===== src/rtl/control_unit_pkg.sv =====
// Shared encodings for the multicycle ARM-subset control unit: states, ALU ops,
// datapath mux codes, next-state types, and the per-state control word decode.
package control_unit_pkg;

  typedef enum logic [5:0] {
    ST_RESET  = 6'd0,
    ST_FETCH1 = 6'd1,
    ST_FETCH2 = 6'd2,
    ST_FETCH3 = 6'd3,
    ST_IRLOAD = 6'd4,
    ST_DECODE = 6'd5,
    ST_DP     = 6'd10,
    ST_ADDR   = 6'd20,
    ST_LOAD   = 6'd21,
    ST_LDWB   = 6'd22,
    ST_STDATA = 6'd24,
    ST_STORE  = 6'd25,
    ST_BL     = 6'd40,
    ST_B      = 6'd41
  } state_t;

  localparam logic [4:0] OP_ADD   = 5'b00100;
  localparam logic [4:0] OP_SUB   = 5'b00010;
  localparam logic [4:0] OP_PASSA = 5'b10000;
  localparam logic [4:0] OP_PASSB = 5'b01101;

  localparam logic [1:0] MA_RFA = 2'b00, MA_MDR = 2'b01, MA_ZERO = 2'b10;
  localparam logic [1:0] MB_SHF = 2'b00, MB_FOUR = 2'b01, MB_MDR = 2'b10, MB_SIMM = 2'b11;
  localparam logic [2:0] MC_RD = 3'b000, MC_RN = 3'b001, MC_R15 = 3'b011, MC_R14 = 3'b100;
  localparam logic       MD_MEM = 1'b0, MD_RFB = 1'b1;
  localparam logic       ME_ALU = 1'b0, ME_RFA = 1'b1;
  localparam logic [1:0] MF_RN = 2'b00, MF_RD = 2'b01, MF_PX = 2'b10;
  localparam logic       MG_RM = 1'b0, MG_RD = 1'b1;
  localparam logic       MH_UCODE = 1'b0, MH_IR = 1'b1;
  localparam logic [1:0] MI_ALU = 2'b00, MI_WORD = 2'b01, MI_BYTE = 2'b10;
  localparam logic [1:0] MJ_IMM8 = 2'b00, MJ_RMSH = 2'b01, MJ_IMM12 = 2'b10;

  localparam logic [2:0] T_FIXED = 3'b000, T_WAIT = 3'b001, T_DISPATCH = 3'b010, T_FETCH = 3'b011;

  typedef struct packed {
    logic       rfld;
    logic       irld;
    logic       marld;
    logic       mdrld;
    logic       frld;
    logic       rw;
    logic       mov;
    logic       typedata;
    logic [3:0] px;
    logic [1:0] ma;
    logic [1:0] mb;
    logic [2:0] mc;
    logic       md;
    logic       me;
    logic [1:0] mf;
    logic       mg;
    logic       mh;
    logic [1:0] mi;
    logic [1:0] mj;
    logic       e;
    logic [2:0] t;
    logic [4:0] op;
  } ctrl_t;

  // f = ir[25:20] = {I, P, U, B, W, L/S}
  function automatic ctrl_t decode_ctrl(state_t s, logic [5:0] f);
    ctrl_t c;
    c = '0;
    case (s)
      ST_FETCH1: begin
        c.mf = MF_PX; c.px = 4'hF; c.me = ME_RFA; c.marld = 1'b1;
      end
      ST_FETCH2: begin
        c.mf = MF_PX; c.px = 4'hF; c.ma = MA_RFA; c.mb = MB_FOUR; c.op = OP_ADD;
        c.mc = MC_R15; c.rfld = 1'b1; c.mov = 1'b1; c.rw = 1'b1;
      end
      ST_FETCH3: begin
        c.mov = 1'b1; c.rw = 1'b1; c.mdrld = 1'b1; c.md = MD_MEM; c.t = T_WAIT;
      end
      ST_IRLOAD: c.irld = 1'b1;
      ST_DECODE: c.t = T_DISPATCH;
      ST_DP: begin
        c.mh = MH_IR; c.mj = f[5] ? MJ_IMM8 : MJ_RMSH; c.e = 1'b1; c.frld = f[0];
        c.rfld = (f[4:3] != 2'b10);  // TST/TEQ/CMP/CMN only set flags
        c.mc = MC_RD; c.t = T_FETCH;
      end
      ST_ADDR: begin
        c.op = f[3] ? OP_ADD : OP_SUB; c.mj = f[5] ? MJ_RMSH : MJ_IMM12;
        c.mb = MB_SHF; c.mf = MF_RN; c.mc = MC_RN; c.marld = 1'b1; c.e = 1'b1;
        if (f[4]) begin
          c.me = ME_ALU; c.rfld = f[1];
        end else begin
          c.me = ME_RFA; c.rfld = 1'b1;
        end
      end
      ST_LOAD: begin
        c.mov = 1'b1; c.rw = 1'b1; c.typedata = f[2]; c.mdrld = 1'b1; c.md = MD_MEM;
        c.t = T_WAIT;
      end
      ST_LDWB: begin
        c.mc = MC_RD; c.mi = f[2] ? MI_BYTE : MI_WORD; c.rfld = 1'b1; c.t = T_FETCH;
      end
      ST_STDATA: begin
        c.mg = MG_RD; c.md = MD_RFB; c.mdrld = 1'b1;
      end
      ST_STORE: begin
        c.mov = 1'b1; c.rw = 1'b0; c.typedata = f[2]; c.t = T_WAIT;
      end
      ST_BL: begin
        c.mf = MF_PX; c.px = 4'hF; c.op = OP_PASSA; c.mc = MC_R14; c.rfld = 1'b1; c.e = 1'b1;
      end
      ST_B: begin
        c.mf = MF_PX; c.px = 4'hF; c.ma = MA_RFA; c.mb = MB_SIMM; c.op = OP_ADD;
        c.mc = MC_R15; c.rfld = 1'b1; c.e = 1'b1; c.t = T_FETCH;
      end
      default: ;
    endcase
    return c;
  endfunction

endpackage


===== src/rtl/control_unit_next_state.sv =====
// Combinational next-state encoder: sequencing, memory waits and decode dispatch.
module control_unit_next_state
  import control_unit_pkg::*;
(
  input  state_t     state,
  input  logic [2:0] cls,
  input  logic       pbit,
  input  logic       lbit,
  input  logic       moc,
  output state_t     nxt
);

  always_comb begin
    nxt = ST_RESET;
    case (state)
      ST_RESET:  nxt = ST_FETCH1;
      ST_FETCH1: nxt = ST_FETCH2;
      ST_FETCH2: nxt = ST_FETCH3;
      ST_FETCH3: nxt = moc ? ST_IRLOAD : ST_FETCH3;
      ST_IRLOAD: nxt = ST_DECODE;
      ST_DECODE: begin
        if (cls[2:1] == 2'b00)      nxt = ST_DP;
        else if (cls[2:1] == 2'b01) nxt = ST_ADDR;
        else if (cls == 3'b101)     nxt = pbit ? ST_BL : ST_B;
        else                        nxt = ST_FETCH1;
      end
      ST_DP:     nxt = ST_FETCH1;
      ST_ADDR:   nxt = lbit ? ST_LOAD : ST_STDATA;
      ST_LOAD:   nxt = moc ? ST_LDWB : ST_LOAD;
      ST_LDWB:   nxt = ST_FETCH1;
      ST_STDATA: nxt = ST_STORE;
      ST_STORE:  nxt = moc ? ST_FETCH1 : ST_STORE;
      ST_BL:     nxt = ST_B;
      ST_B:      nxt = ST_FETCH1;
      default:   nxt = ST_RESET;
    endcase
  end

endmodule


===== src/rtl/control_unit.sv =====
// Moore control unit: state register plus a control word registered from the
// decode of the state being entered, so outputs always match S.
module control_unit
  import control_unit_pkg::*;
(
  input  logic        CLK,
  input  logic        CLR,
  input  logic        moc,
  input  logic [31:0] ir,
  output logic        RFLd,
  output logic        IRLd,
  output logic        MARLd,
  output logic        MDRLd,
  output logic        FRLd,
  output logic        RW,
  output logic        MOV,
  output logic        typeData,
  output logic [0:3]  px,
  output logic        MA1, MA0,
  output logic        MB1, MB0,
  output logic        MC2, MC1, MC0,
  output logic        MD,
  output logic        ME,
  output logic        MF1, MF0,
  output logic        MG,
  output logic        MH,
  output logic        MI1, MI0,
  output logic        MJ1, MJ0,
  output logic        E,
  output logic        T2, T1, T0,
  output logic        S5, S4, S3, S2, S1, S0,
  output logic        OP4, OP3, OP2, OP1, OP0
);

  state_t state, nxt;
  ctrl_t  ctrl;
  logic   unused_ir;

  assign unused_ir = ^{ir[31:28], ir[19:0]};

  control_unit_next_state u_next (
    .state (state),
    .cls   (ir[27:25]),
    .pbit  (ir[24]),
    .lbit  (ir[20]),
    .moc   (moc),
    .nxt   (nxt)
  );

  always_ff @(posedge CLK) begin
    if (CLR) begin
      state <= ST_RESET;
      ctrl  <= '0;
    end else begin
      state <= nxt;
      ctrl  <= decode_ctrl(nxt, ir[25:20]);
    end
  end

  assign RFLd     = ctrl.rfld;
  assign IRLd     = ctrl.irld;
  assign MARLd    = ctrl.marld;
  assign MDRLd    = ctrl.mdrld;
  assign FRLd     = ctrl.frld;
  assign RW       = ctrl.rw;
  assign MOV      = ctrl.mov;
  assign typeData = ctrl.typedata;
  assign px       = ctrl.px;
  assign {MA1, MA0}      = ctrl.ma;
  assign {MB1, MB0}      = ctrl.mb;
  assign {MC2, MC1, MC0} = ctrl.mc;
  assign MD              = ctrl.md;
  assign ME              = ctrl.me;
  assign {MF1, MF0}      = ctrl.mf;
  assign MG              = ctrl.mg;
  assign MH              = ctrl.mh;
  assign {MI1, MI0}      = ctrl.mi;
  assign {MJ1, MJ0}      = ctrl.mj;
  assign E               = ctrl.e;
  assign {T2, T1, T0}    = ctrl.t;
  assign {S5, S4, S3, S2, S1, S0} = state;
  assign {OP4, OP3, OP2, OP1, OP0} = ctrl.op;

endmodule


===== config.mk =====
export PLATFORM = sky130hd
export DESIGN_NAME = control_unit
export DESIGN_NICKNAME = d
export VERILOG_FILES = /design/src/rtl/control_unit_pkg.sv /design/src/rtl/control_unit_next_state.sv /design/src/rtl/control_unit.sv
export SDC_FILE = /design/constraint.sdc
export NUM_CORES = 1
export LEC_CHECK = 0
export ABC_CLOCK_PERIOD_IN_PS = 4700
export BUFFER_PORTS_ARGS = -buffer_cell sky130_fd_sc_hd__buf_2
export CAP_MARGIN = 40
export CORE_MARGIN = 1
export CORE_UTILIZATION = 39
export CTS_CLUSTER_DIAMETER = 60
export DETAILED_ROUTE_END_ITERATION = 7
export MAX_ROUTING_LAYER = met4
export PLACE_DENSITY = 0.72
export RECOVER_POWER = 100
export SYNTH_ARGS = -nofsm -noshare
export SYNTH_HDL_FRONTEND = slang
export SYNTH_SLANG_ARGS = --single-unit

===== constraint.sdc =====
create_clock -name CLK -period 4.7 [get_ports CLK]
set_clock_uncertainty 0.05 [all_clocks]
set_input_delay 0.47 -clock CLK [delete_from_list [all_inputs] [get_ports CLK]]
set_output_delay 0.47 -clock CLK [all_outputs]
set_load 0.02 [all_outputs]

==> results of run 1 <==
## cell type report
type / count / share of cell area [%]
Clock buffer: 6 / 3.26
Clock inverter: 1 / 0.318
Inverter: 4 / 0.955
Multi-Input combinational cell: 102 / 40.1
Sequential cell: 31 / 39.5
Tap cell: 46 / 3.66
Timing Repair Buffer: 48 / 12.3
## synthesized netlist by cell type (2+ instances only)
cell type and number:
nand3b_1 3, clkbuf_1 3, nor2b_1 10, nand3_1 7
nor2_1 11, nand2b_1 2, a31oi_1 6, o21ai_0 3
buf_4 14, buf_2 3, a21o_1 2, nor3_1 5
nor3b_1 2, nand2_1 8, o21a_1 2, o211ai_1 2
dfxtp_1 31, nand4b_1 2, and2_1 2, a21oi_1 7
inv_1 3
## kinds of logic (layout without fill, tap and decap cells)
family                    after synthesis  in the layout
and+or+nand+nor                        61             61
AOI/OAI and AO/OA                      32             32
DFF                                    31             31
buffers and inverters                  25             59
xor gates and xnor gates                2              2
other                                   1              6
muxes                                   1              1
## cell usage in the layout (no fill, tap or decap), types with 5 or more instances in the layout
| master | count |
|---|---|
| buf_2 | 10 |
| nand3_1 | 7 |
| nor2_1 | 11 |
| conb_1 | 6 |
| a31oi_1 | 6 |
| nand2_1 | 8 |
| dfxtp_1 | 31 |
| nor2b_1 | 10 |
| a21oi_1 | 8 |
| clkbuf_1 | 38 |
| nor3_1 | 5 |
| clkbuf_4 | 5 |
## per-stage QoR
stage          utilization (%)  hold slack [ns]  power (mW)  setup slack (ns)
6_report                  46.0            0.268       0.562              2.49
3_3_place_gp              46.6            0.612       0.424              2.65
4_1_cts                   48.3            0.259       0.576              2.59
5_1_grt                   46.0            0.249       0.598              2.26
3_5_place_dp              46.6            0.611       0.425              2.60
2_1_floorplan                -            0.492       0.402              2.87
## routing by layer
| metal | vias to the layer above | GRT usage (%) |
|---|---|---|
| li1 | 596 | - |
| met1 | 515 | 21.6 |
| met2 | 52 | 22.3 |
| met3 | 8 | 5.88 |
| met4 | 0 | 10.5 |
| met5 | - | - |
## critical path: stages (launching register included)
cell      delay, ns
dfxtp_1        0.55
nor2b_1        0.48
nand3_1        0.13
o31a_1         0.33
o21bai_1       0.20
a21oi_1        0.28
a31o_1         0.14
## power by group
group          internal [mW]  switching [mW]  leakage [nW]  total (mW)
combinational         0.0356          0.0805         0.329       0.116
clock                 0.0691          0.0838        0.0341       0.153
sequential             0.280          0.0135         0.253       0.293
## path summary, 6_finish.rpt
| check | to | slack (ns) | depth (start not counted) | from |
|---|---|---|---|---|
| setup reg to reg | OP2 | 2.49 | 6 | state[0] |
| setup / recovery | OP2 | 2.49 | 6 | state[0] |
| hold reg to reg | state[4] | 0.76 | 3 | state[2] |
| hold / removal | MI0 | 0.27 | 2 | ir[22] |
==> flow_summary_export.csv, run 1 <==
group,metric,value,unit
drt,drc,0,
clock_tree,clkSinkCount,31,
drt,dr.first_iter.drc_count,80,
synth,syn_area,1420,µm²
drt,drt-wirelength-per-cell,12.4,µm
clock_tree,cts_resized,0,
sta,period_minus_slack,2.21,ns
synth,yosys.area_share.simple,25.7,%
synth,synth_fa_ha_area_share,0,%
worst_setup_path,startpoint_type,"flop",
cells_and_area,max_flop_register,"state",
clock_tree,htree_levels,2,
sta,period_share,47.0,%
drt,met2_length,1210,µm
pwr,ir_worst_vdd,0.0000899,V
sta,fmax,453,MHz
synth,yosysTopAreaCell,"dfxtp_1",
drt,met1_length,1440,µm
place,portBuffers,48,
cells_and_area,diodes,0,
pwr,power_density,357,nW/µm²
pwr,p_leak,0.615,nW
sta,rsz0062_at_grt,"false",
die,die_w,62.3,µm
grt,grt_usage,16.8,%
synth,synth-compound-area-share,17.3,%
grt,overflow,0,
drt,routed_via_density,4.92,
worst_setup_path,crit_fanout,11,
synth,ys_seq_elements,31,
worst_setup_path,crit_path_end_kind,"flop",
cells_and_area,area_growth,10.8,%
grt,antenna_found_initial,0,
synth,synth_top_family_by_area,"simple AND/OR/NAND/NOR gates",
sta,hold_viol_final,0,
grt,grt_pass1_wl,4750,µm
synth,ys_top_cells_by_area,"dfxtp_1, buf_4, nor2b_1",
clock_tree,cts-buffers-inserted,5,
run,maxCapViolations,0,
die,rows,21,
cells_and_area,multi_input_area,631,µm²
synth,synth-xor-area-share,1.23,%
place,dp.cells,231,
outcome,status,"complete, no violations",
place,dp_hpwl,2160,µm
clock_tree,clkLatencyLatePin,0.33,ns
die,die_y,62.3,µm
synth,muxShareOfSynthArea,0.705,%
cells_and_area,drive_above_1_share,10.4,%
die,core,3420,µm²
min_path,hp-class,"in2reg",
cells_and_area,fin_cells,238,
cells_and_area,fin_nets,227,
clock_tree,ctsLongestPathBuffers,2,
worst_setup_path,cp.required,4.92,ns
drt,ant_nets,0,
place,place.gp.congestion,0.875,
clock_tree,cts_tree,"yes",
clock_tree,cts_setup_buffers,0,
synth,ys_warn_count,0,
synth,synth_cells,153,
drt,highest_layer,"met4",
grt,grt_max_degree,24,
drt,wl,2960,µm
cells_and_area,ff_latch_area,621,µm²
place,dpl_cell_area,1590,µm²
worst_setup_path,worstSetupPathType,"reg2reg",
synth,synthFlopType,"dfxtp_1",
drt,wl_met3,225,µm
die,initial_core_util,41.5,%
synth,synth_cell_types,46,
synth,synthArstFlopShare,0,%
clock_tree,clk_pin_slew,0.10,ns
clock_tree,root_buffer,"clkbuf_4",
sta,setup_viol,0,
cells_and_area,fin_area,1570,µm²
die,io_pins,79,
worst_setup_path,crit_arrival,2.43,ns
clock_tree,postCtsHoldBufs,0,
grt,grt_pass1_vias,1003,
sta,tns,0,ns
cells_and_area,fillers,378,
sta,tightest_slew,0.539,ns
die,die-area,3880,µm²
synth,syn_area_per_cell,9.27,µm²
synth,synth_top_area_share,43.7,%
synth,yosysSeqAreaShare,43.7,%
sta,relSlewSlack,63.6,%
drt,num_vias,1171,
synth,synth-edff-count,0,
cells_and_area,largest_reg_flops,6,
sta,slew_violations,0,
drt,drtPass1Iterations,4,
No activity file was read; power rests on OpenSTA's default activity.
==> run 2, diff against run 1 <==
--- a/config.mk
+++ b/config.mk
@@ -5,7 +5,8 @@
 export SDC_FILE = /design/constraint.sdc
 export NUM_CORES = 1
 export LEC_CHECK = 0
-export ABC_CLOCK_PERIOD_IN_PS = 4700
+export ABC_AREA = 1
+export ABC_CLOCK_PERIOD_IN_PS = 2000
 export BUFFER_PORTS_ARGS = -buffer_cell sky130_fd_sc_hd__buf_2
 export CAP_MARGIN = 40
 export CORE_MARGIN = 1
@@ -13,7 +14,7 @@
 export CTS_CLUSTER_DIAMETER = 60
 export DETAILED_ROUTE_END_ITERATION = 7
 export MAX_ROUTING_LAYER = met4
-export PLACE_DENSITY = 0.72
+export PLACE_DENSITY = 0.74
 export RECOVER_POWER = 100
 export SYNTH_ARGS = -nofsm -noshare
 export SYNTH_HDL_FRONTEND = slang
==> constraint.sdc (replaced) <==
create_clock -name CLK -period 2 [get_ports CLK]
set_clock_uncertainty 0.05 [all_clocks]
set_input_delay 0.2 -clock CLK [delete_from_list [all_inputs] [get_ports CLK]]
set_output_delay 0.2 -clock CLK [all_outputs]
set_load 0.02 [all_outputs]
==> flow_summary_export.csv, run 2 <==
group,metric,value,unit
synth,synth_fa_ha_area_share,0,%
place,dp.cells,292,
cells_and_area,layout_commonest_cell,"nand2_1",
cells_and_area,area_growth,18.0,%
worst_setup_path,crit_arrival,1.92,ns
clock_tree,clk_pin_slew,0.06,ns
synth,ys_seq_elements,31,
synth,synth_top_family_by_area,"simple AND/OR/NAND/NOR gates",
cells_and_area,fin_nets,288,
pwr,power_density,909,nW/µm²
place,portBuffers,48,
sta,fmax,568,MHz
synth,synth-edff-count,0,
clock_tree,cts_tree,"yes",
clock_tree,cts_setup_buffers,0,
clock_tree,clkSinkCount,31,
die,die-area,3970,µm²
pwr,ir_worst_vdd,0.000407,V
place,post-place-ws,0.268,ns
synth,syn_area_per_cell,7.07,µm²
synth,synth_cells,205,
synth,syn_area,1450,µm²
sta,fin_ws,0.241,ns
synth,muxShareOfSynthArea,0,%
clock_tree,ctsLongestPathBuffers,2,
die,die_w,63.0,µm
synth,yosysTopAreaCell,"dfxtp_1",
worst_setup_path,cp.required,2.16,ns
drt,drtPass1Iterations,4,
synth,yosysSeqAreaShare,42.8,%
grt,grt_pass1_wl,5130,µm
die,core,3440,µm²
synth,yosys.area_share.simple,36.0,%
grt,grt_pass1_vias,1174,
synth,synth_common_cells,"nand2_1, nor2_1, dfxtp_1",
clock_tree,postCtsHoldBufs,0,
synth,ys_top_cells_by_area,"dfxtp_1, nand2_1, nor2_1",
die,rows,21,
clock_tree,htree_levels,2,
grt,grt_usage,17.4,%
worst_setup_path,startpoint_type,"flop",
cells_and_area,final_cell_mix,"nand2_1, nor2_1, clkbuf_1",
clock_tree,clkLatencyLatePin,0.28,ns
min_path,hp-class,"in2reg",
cells_and_area,fin_cells,299,
synth,synth_cell_types,26,
drt,ant_nets,0,
place,place.gp.congestion,0.932,
die,initial_core_util,42.1,%
pwr,power,1.56,mW
grt,overflow,0,
cells_and_area,max_flop_register,"state",
drt,drt-wirelength-per-cell,10.3,µm
synth,synth-xor-area-share,0,%
drt,dr.first_iter.drc_count,50,
clock_tree,root_buffer,"clkbuf_8",
grt,grt_max_degree,23,
clock_tree,cts_resized,0,
cells_and_area,largest_reg_flops,6,
run,maxCapViolations,0,
synth,synth-compound-area-share,6.47,%
sta,setup_viol,0,
synth,synthFlopType,"dfxtp_1",
synth,ys_warn_count,0,
drt,num_vias,1332,
worst_setup_path,crit_path_end_kind,"flop",
outcome,status,"complete, no violations",
drt,wl,3080,µm
drt,routed_via_density,4.45,
die,die_y,63.0,µm
pwr,p_leak,0.845,nW
worst_setup_path,crit_fanout,5,
synth,synthArstFlopShare,0,%
sta,hold_viol_final,0,
sta,period_minus_slack,1.76,ns
sta,rsz0062_at_grt,"false",
synth,synth_top_area_share,42.8,%
synth,synth_most_common_cell,"nand2_1",
cells_and_area,drive_above_1_share,13.8,%
cells_and_area,final_util,49.7,%
sta,period_share,88.0,%
drt,drc,0,
cells_and_area,diodes,0,
sta,tns,0,ns
worst_setup_path,worstSetupPathType,"reg2reg",
place,dp_hpwl,2410,µm
clock_tree,cts-buffers-inserted,5,
sta,slew_violations,0,
die,io_pins,79,
grt,antenna_found_initial,0,
[run 2: critical path, stage by stage, from the launching register on]
cell and delay (ns):
dfxtp_1 0.40, inv_1 0.07, nor2_1 0.16, nand2_2 0.07, nor2_1 0.23, nand2_1 0.08, nand2_1 0.09, inv_1 0.09
nand3_2 0.11, nand3_4 0.11, nand3_1 0.12, nor2_1 0.05, nor2_1 0.08
[run 2: through the flow]
stage	area [µm²]	hold WS, ns
floorplan	1470	0.217
global placement	1680	0.344
detailed placement	1680	0.351
CTS	1770	0.0573
global route	1710	0.0646
finish	1710	0.0660
[run 2: worst paths after layout]
kind / start / to / slack [ns] / depth (start not counted)
max: state[2] / T1 / 0.24 / 12
max reg2reg: state[2] / T1 / 0.24 / 12
min: ir[23] / OP1 / 0.07 / 2
min reg2reg: state[0] / IRLd / 0.65 / 4
[run 2: logic make-up (layout without fill, tap and decap cells)]
family          Yosys count  after routing
compound gates           15             15
buf+inv                  43             86
flops                    31             31
other cells               1              6
simple gates            115            115
[run 2: area by class of cell]
type / instances / area (µm²)
fillers: 382 / 1730
clock buffers: 6 / 82.6
multi-input cells: 136 / 629
flip-flops and latches: 31 / 621
inverters: 28 / 105
clock inverters: 1 / 5.00
well taps: 46 / 57.6
repair buffers: 51 / 211
[run 2: report_power, final]
| group | switching [mW] | internal (mW) |
|---|---|---|
| logic | 0.273 | 0.104 |
| registers | 0.0322 | 0.669 |
| clock network | 0.208 | 0.269 |
| total | 0.513 | 1.04 |
[run 2: per-layer routing]
layer | routed length, µm | GRT usage [%] | share of wire (%)
met5 | 0 | - | 0
met4 | 61 | 8.72 | 2.0
met3 | 217 | 4.38 | 7.0
met2 | 1380 | 26.3 | 45
met1 | 1420 | 21.2 | 46
